File: src/rtl/mem_loader_pkg.sv
// mem_loader_pkg: shared state encoding and width defaults for the memory loader and timingCore
package mem_loader_pkg;
    localparam int CORE_WORD_W = 17;
    localparam int ADDR_W_DEF  = 9;
    localparam int DATA_W_DEF  = CORE_WORD_W;
    localparam int SEL_W_DEF   = 3;
    typedef enum logic [1:0] {
        IDLE     = 2'd0,
        FILL     = 2'd1,
        NEXT_MEM = 2'd2,
        DONE     = 2'd3
    } state_e;
endpackage

File: src/rtl/mem_loader_req_ctl.sv
// mem_loader_req_ctl: merges start/update-edge requests and holds at most one pending request while busy
module mem_loader_req_ctl
    import mem_loader_pkg::*;
(
    input  logic clk_i,
    input  logic rst_i,
    input  logic start_i,
    input  logic update_mem_i,
    input  logic idle_i,
    input  logic abort_i,
    output logic req_o
);
    logic upd_prev_q, pend_q, pend_d, new_req;
    assign new_req = start_i | (update_mem_i & ~upd_prev_q);
    assign req_o   = idle_i & (new_req | pend_q);
    // Any request seen in IDLE is taken at once, so pending only accumulates while busy.
    assign pend_d  = (abort_i | idle_i) ? 1'b0 : (pend_q | new_req);
    always_ff @(posedge clk_i) begin
        if (rst_i) begin
            upd_prev_q <= 1'b0;
            pend_q     <= 1'b0;
        end else begin
            upd_prev_q <= update_mem_i;
            pend_q     <= pend_d;
        end
    end
endmodule

File: src/rtl/mem_loader.sv
// mem_loader: streams words into NUM_MEMS core memories per request; LOADER_TIMEOUT_EN adds a stall abort with sticky error_o
module mem_loader
    import mem_loader_pkg::*;
#(
    parameter int ADDR_W         = ADDR_W_DEF,
    parameter int DATA_W         = DATA_W_DEF,
    parameter int SEL_W          = SEL_W_DEF,
    parameter int NUM_MEMS       = 2,
    parameter int TIMEOUT_CYCLES = 1024
) (
    input  logic              clk_i,
    input  logic              rst_i,
    input  logic              start_i,
    input  logic              update_mem_i,
    input  logic [9:0]        points_per_line_i,
    input  logic [DATA_W-1:0] s_data_i,
    input  logic              s_valid_i,
    output logic              s_ready_o,
    output logic [ADDR_W-1:0] waddr_o,
    output logic [DATA_W-1:0] wdata_o,
    output logic              we_o,
    output logic [SEL_W-1:0]  memory_selector_o,
    output logic              mem_updated_o,
    output logic              busy_o,
    output logic              error_o
);
    state_e            state_q, state_d;
    logic [ADDR_W-1:0] addr_q, addr_d, last_q, last_d, waddr_q;
    logic [SEL_W-1:0]  sel_q, sel_d, msel_q;
    logic [DATA_W-1:0] wdata_q;
    logic              ready_q, we_q, req, accept, timeout, unused_ppl;

    assign accept     = s_valid_i & ready_q;
    assign unused_ppl = ^points_per_line_i;

    mem_loader_req_ctl u_req_ctl (
        .clk_i        (clk_i),
        .rst_i        (rst_i),
        .start_i      (start_i),
        .update_mem_i (update_mem_i),
        .idle_i       (state_q == IDLE),
        .abort_i      (timeout),
        .req_o        (req)
    );

`ifdef LOADER_TIMEOUT_EN
    localparam int STALL_W = $clog2(TIMEOUT_CYCLES + 1);
    logic [STALL_W-1:0] stall_q, stall_d;
    logic               error_q;
    assign timeout = (state_q == FILL) & ~s_valid_i & (stall_q == STALL_W'(TIMEOUT_CYCLES - 1));
    assign stall_d = ((state_q == FILL) & ~s_valid_i & ~timeout) ? stall_q + 1'b1 : '0;
    assign error_o = error_q;
    always_ff @(posedge clk_i) begin
        if (rst_i) begin
            stall_q <= '0;
            error_q <= 1'b0;
        end else begin
            stall_q <= stall_d;
            error_q <= error_q | timeout;
        end
    end
`else
    localparam int unused_timeout = TIMEOUT_CYCLES;
    assign timeout = 1'b0;
    assign error_o = 1'b0;
`endif

    always_comb begin
        state_d = state_q;
        addr_d  = addr_q;
        sel_d   = sel_q;
        last_d  = last_q;
        case (state_q)
            IDLE: if (req) begin
                state_d = FILL;
                last_d  = points_per_line_i[ADDR_W-1:0];
                addr_d  = '0;
                sel_d   = '0;
            end
            FILL: if (timeout) begin
                state_d = IDLE;
            end else if (accept) begin
                addr_d  = addr_q + 1'b1;
                state_d = (addr_q == last_q) ? NEXT_MEM : FILL;
            end
            NEXT_MEM: if (sel_q == SEL_W'(NUM_MEMS - 1)) begin
                state_d = DONE;
            end else begin
                state_d = FILL;
                sel_d   = sel_q + 1'b1;
                addr_d  = '0;
            end
            default: state_d = IDLE;
        endcase
    end

    always_ff @(posedge clk_i) begin
        if (rst_i) begin
            state_q <= IDLE;
            addr_q  <= '0;
            sel_q   <= '0;
            last_q  <= '0;
            ready_q <= 1'b0;
            we_q    <= 1'b0;
            waddr_q <= '0;
            wdata_q <= '0;
            msel_q  <= '0;
        end else begin
            state_q <= state_d;
            addr_q  <= addr_d;
            sel_q   <= sel_d;
            last_q  <= last_d;
            // Registered ready follows the next state, so it drops right after a memory's last word.
            ready_q <= (state_d == FILL);
            we_q    <= accept;
            if (accept) begin
                waddr_q <= addr_q;
                wdata_q <= s_data_i;
                msel_q  <= sel_q;
            end
        end
    end

    assign s_ready_o         = ready_q;
    assign we_o              = we_q;
    assign waddr_o           = waddr_q;
    assign wdata_o           = wdata_q;
    assign memory_selector_o = msel_q;
    assign mem_updated_o     = (state_q == DONE);
    assign busy_o            = (state_q != IDLE);
endmodule

File: config.mk
export PLATFORM = sky130hd
export DESIGN_NAME = mem_loader
export DESIGN_NICKNAME = d
export VERILOG_FILES = /design/src/rtl/mem_loader_pkg.sv /design/src/rtl/mem_loader_req_ctl.sv /design/src/rtl/mem_loader.sv
export SDC_FILE = /design/constraint.sdc
export NUM_CORES = 1
export LEC_CHECK = 0
export CORE_MARGIN = 2
export CORE_UTILIZATION = 43
export DETAILED_ROUTE_END_ITERATION = 10
export GPL_TIMING_DRIVEN = 0
export MAX_ROUTING_LAYER = met4
export PLACE_DENSITY = 0.79
export SLEW_MARGIN = 0
export SYNTH_ARGS = -nofsm -noshare
export SYNTH_HDL_FRONTEND = slang
export SYNTH_SLANG_ARGS = --single-unit
File: constraint.sdc
create_clock -name clk_i -period 1.3 [get_ports clk_i]
set_input_delay 0.13 -clock clk_i [delete_from_list [all_inputs] [get_ports clk_i]]
set_output_delay 0.13 -clock clk_i [all_outputs]
set_load 0.005 [all_outputs]
==> results.yml, run 1 <==
synth:
  ys_async_sr_fraction: 0
  synthFlopType: "sky130_fd_sc_hd__dfxtp_1"
  synth_most_common_cell: "sky130_fd_sc_hd__nand2_1"
  post_synth.cell_area_avg_sq_um: 8.27
  syn-num-nets: 331
  synth_seq_cells: 56
  postSynthCellCount: 296
  yosys.cell_types.count: 44
  syn-cell-area_sq_um: 2450
  ys_top_cells_by_count: "sky130_fd_sc_hd__nand2_1, sky130_fd_sc_hd__dfxtp_1, sky130_fd_sc_hd__a21oi_1"
  netlist.top_cell.by_area: "sky130_fd_sc_hd__dfxtp_1"
  netlist_top_cells_area: "sky130_fd_sc_hd__dfxtp_1, sky130_fd_sc_hd__nand2_1, sky130_fd_sc_hd__a21oi_1"
  yosys_warnings: 0
  synth_enable_flop_cells: 0
  synthDominantCellAreaShare: 0.458
  synth_sequential_area_ratio: 0.458
critical_path:
  crit_arrival_ns: 1.76
  reg2reg_depth: 5
  timing.critical_path.required_ns: 1.55
  startpoint_types: "flip-flop"
  setup.worst_path.class: "reg -> reg"
  worstReg2RegEnd: "state_q[1]"
  r2r_setup_slack_ns: -0.20
  path_max_fanout: 8
  cp-end-kind: "flip-flop"
  regToRegStartpoint: "addr_q[2]"
job:
  max_cap_viol_count: 0
global_route:
  antenna_found_initial: 0
  grt_remaining_overflow: 0
  grt_pass1_vias: 2276
  grt_use_total: 0.216
  grt_first_pass_wirelength_um: 10400
  grt_max_degree: 20
cells_and_area:
  antennaDiodeCount: 0
  filler_cells: 409
  nets: 421
  layout.core_utilization: 0.704
  flow.area_growth_from_synthesis_pct: 58.4
  drive_above_1_share: 0.292
power:
  leakage_nw: 1.80
  sequential_fraction_of_design_power: 0.440
  clock_power_share: 0.374
  p_comb_frac: 0.186
  worst_ir_drop_vdd_uv: 629
  cellInternalPower_w: 0.00315
  power.density_cell_area_nw_per_um2: 1070
  power.switching_fraction: 0.241
  p_switching_w: 0.00100
clocking:
  numCtsBuffers: 5
  clock-root-buffer: "sky130_fd_sc_hd__clkbuf_8"
  max-clock-path-buffers: 2
  clock_sinks: 56
  worst_skew_pair.late_latency_ns: 0.32
  tritoncts: "yes"
  clkSlewWorstSetupHoldPaths_ns: 0.11
  cts.htree.levels: 2
timing:
  slew_viol_final: 0
  layout_worst_path_cycle_share: 1.15
  worst_margin_slew_ns: 0.541
  period_minus_slack_ns: 1.50
  achievable-frequency_mhz: 666
  report.final.hold_viol_count: 0
  clock_skew_ns: 0.00992
  timing.slew.headroom: 0.639
  setup_viol: 13
  finalWorstSetupSlack_ns: -0.201
  grt_setup_unrepaired: "true"
floorplan:
  core_sq_um: 5510
  start_util: 0.445
  die_width_um: 79.5
  fp.dieArea_sq_um: 6310
  placementRows: 27
  die-height_um: 79.5
  io_pins: 66
hold_path:
  whs_path_depth: 3
  hold_path.class: "in -> reg"
  whs_endpoint: "wdata_o[4]"
  hp-start: "s_data_i[4]"
placement:
  portBuffers: 63
  dp_worst_setup_slack_ns: -0.529
  gp_congestion: 0.897
  dp_hpwl_um: 4210
drt:
  detail_route.wl_per_cell_um: 15.3
  num_vias: 2405
  wirelength_um: 7010
  firstDrtPassIters: 4
  dr.first_iter.drc_count: 96
  avgViaCountPerCell: 5.24
  drt.antenna.violating_nets: 0
  drc: 0
outcome:
  violations: "setup timing"
  run_status: "finished with violations"
==> cells in the final DEF, fill, tap and decap left out, types with 2 or more instances in the layout <==
master,synthesis,routed
sky130_fd_sc_hd__nand2_1,82,80
sky130_fd_sc_hd__a21oi_1,49,41
sky130_fd_sc_hd__dfxtp_1,56,32
sky130_fd_sc_hd__clkdlybuf4s50_1,0,31
sky130_fd_sc_hd__dlymetal6s2s_1,0,23
sky130_fd_sc_hd__dfxtp_2,0,22
sky130_fd_sc_hd__buf_4,2,15
sky130_fd_sc_hd__buf_6,4,11
sky130_fd_sc_hd__clkbuf_2,0,8
sky130_fd_sc_hd__nand3_1,13,8
sky130_fd_sc_hd__nand3b_1,8,8
sky130_fd_sc_hd__mux2i_1,8,8
sky130_fd_sc_hd__a21oi_4,1,7
sky130_fd_sc_hd__xnor2_1,7,7
sky130_fd_sc_hd__dlygate4sd2_1,0,7
sky130_fd_sc_hd__nand3_2,1,5
sky130_fd_sc_hd__clkbuf_8,0,5
sky130_fd_sc_hd__nand4_1,4,4
sky130_fd_sc_hd__nor3_1,5,4
sky130_fd_sc_hd__nor2_4,0,3
sky130_fd_sc_hd__o21ai_1,0,3
sky130_fd_sc_hd__nor2_1,5,3
sky130_fd_sc_hd__bufinv_16,0,3
sky130_fd_sc_hd__inv_2,1,2
sky130_fd_sc_hd__nand2b_4,0,2
sky130_fd_sc_hd__buf_8,0,2
sky130_fd_sc_hd__a21oi_2,0,2
sky130_fd_sc_hd__buf_2,5,2
sky130_fd_sc_hd__ha_1,3,2
sky130_fd_sc_hd__dfxtp_4,0,2
==> per-layer routing <==
metal	track usage	share of wire	wire, um	vias to the layer above
met2	0.364	0.52	3640	88
li1	-	-	-	1175
met4	0.0724	0.016	109	0
met1	0.256	0.40	2840	1131
met5	-	0	0	-
met3	0.0464	0.061	427	11
==> registers in the layout, summed over array words and instances, names as in the netlist <==
signal / cells
addr_q: 9
u_req_ctl.upd_prev_q: 1
memory_selector_o: 3
state_q: 2
waddr_o: 9
s_ready_o: 1
sel_q: 3
u_req_ctl.pend_q: 1
last_q: 9
we_o: 1
wdata_o: 17
==> power by group through the flow <==
stage               registers, W  logic (W)  clock network (W)
global placement         0.00186   0.000550                  0
global route             0.00184   0.000831            0.00165
floorplan                0.00186   0.000313                  0
detailed placement       0.00186   0.000559                  0
CTS                      0.00183   0.000674            0.00157
finish                   0.00183   0.000772            0.00155
==> worst max-delay path, cell delays in order, from the launching register on <==
cell and delay [ns]:
sky130_fd_sc_hd__dfxtp_1 0.37, sky130_fd_sc_hd__buf_6 0.17, sky130_fd_sc_hd__xnor2_4 0.13, sky130_fd_sc_hd__nand3_2 0.11, sky130_fd_sc_hd__or4_1 0.53, sky130_fd_sc_hd__a21oi_1 0.13
==> final cells by class <==
cell class | instances | area (sq um) | share of cell area
clock buffers | 5 | 68.8 | 0.0177
clock inverters | 3 | 90.1 | 0.0232
plain buffers | 19 | 150 | 0.0387
multi-input cells | 215 | 1400 | 0.360
repair buffers | 85 | 910 | 0.235
inverters | 4 | 17.5 | 0.00452
well taps | 72 | 90.1 | 0.0232
flip-flops and latches | 56 | 1160 | 0.298
==> through the flow <==
stage | TNS (ns) | instances | instance area (sq um) | total power, W | hold WS [ns]
after floorplan | -0.0129 | 296 | 2510 | 0.00217 | 0.258
after global placement | -16.19 | 431 | 3230 | 0.00241 | 0.442
after detailed placement | -16.96 | 431 | 3230 | 0.00242 | 0.447
after CTS | -0.818 | 451 | 3620 | 0.00407 | 0.346
after global routing | -2.05 | 459 | 3880 | 0.00432 | 0.356
final | -1.19 | 459 | 3880 | 0.00416 | 0.343
==> cells by family after synthesis <==
kind of cell / share of synthesized area
adder cells (fa/ha/maj): 0.0153
XOR/XNOR: 0.0429
AO/OA/AOI/OAI: 0.148
other: 0.00153
multiplexers: 0.0327
flip-flops: 0.458
buffers and inverters: 0.0562
AND/OR/NAND/NOR: 0.246
==> worst max path at each step <==
| stage | from | to | cells past startpoint |
|---|---|---|---|
| after global placement | s_valid_i | waddr_o[6] | 6 |
| after CTS | addr_q[0] | state_q[1] | 5 |
| after detailed placement | s_valid_i | waddr_o[4] | 6 |
| after floorplan | addr_q[0] | state_q[1] | 5 |
| final | addr_q[2] | state_q[1] | 5 |
| after global routing | addr_q[0] | state_q[1] | 5 |
==> timing repair <==
action,CTS,global route
resized for setup,59,72
cloned,2,1
pin swaps,9,10
hold buffers,0,0
endpoints found under the setup margin,49,77
setup buffers,12,8
Power figures use the tool's default switching activity.
==> inputs of run 2 (changes only) <==
Settings changed: CAP_MARGIN set to 25, CTS_CLUSTER_DIAMETER set to 60.
==> results of run 2 <==
The final DEF is identical to that of run 1; final timing and power are the same.
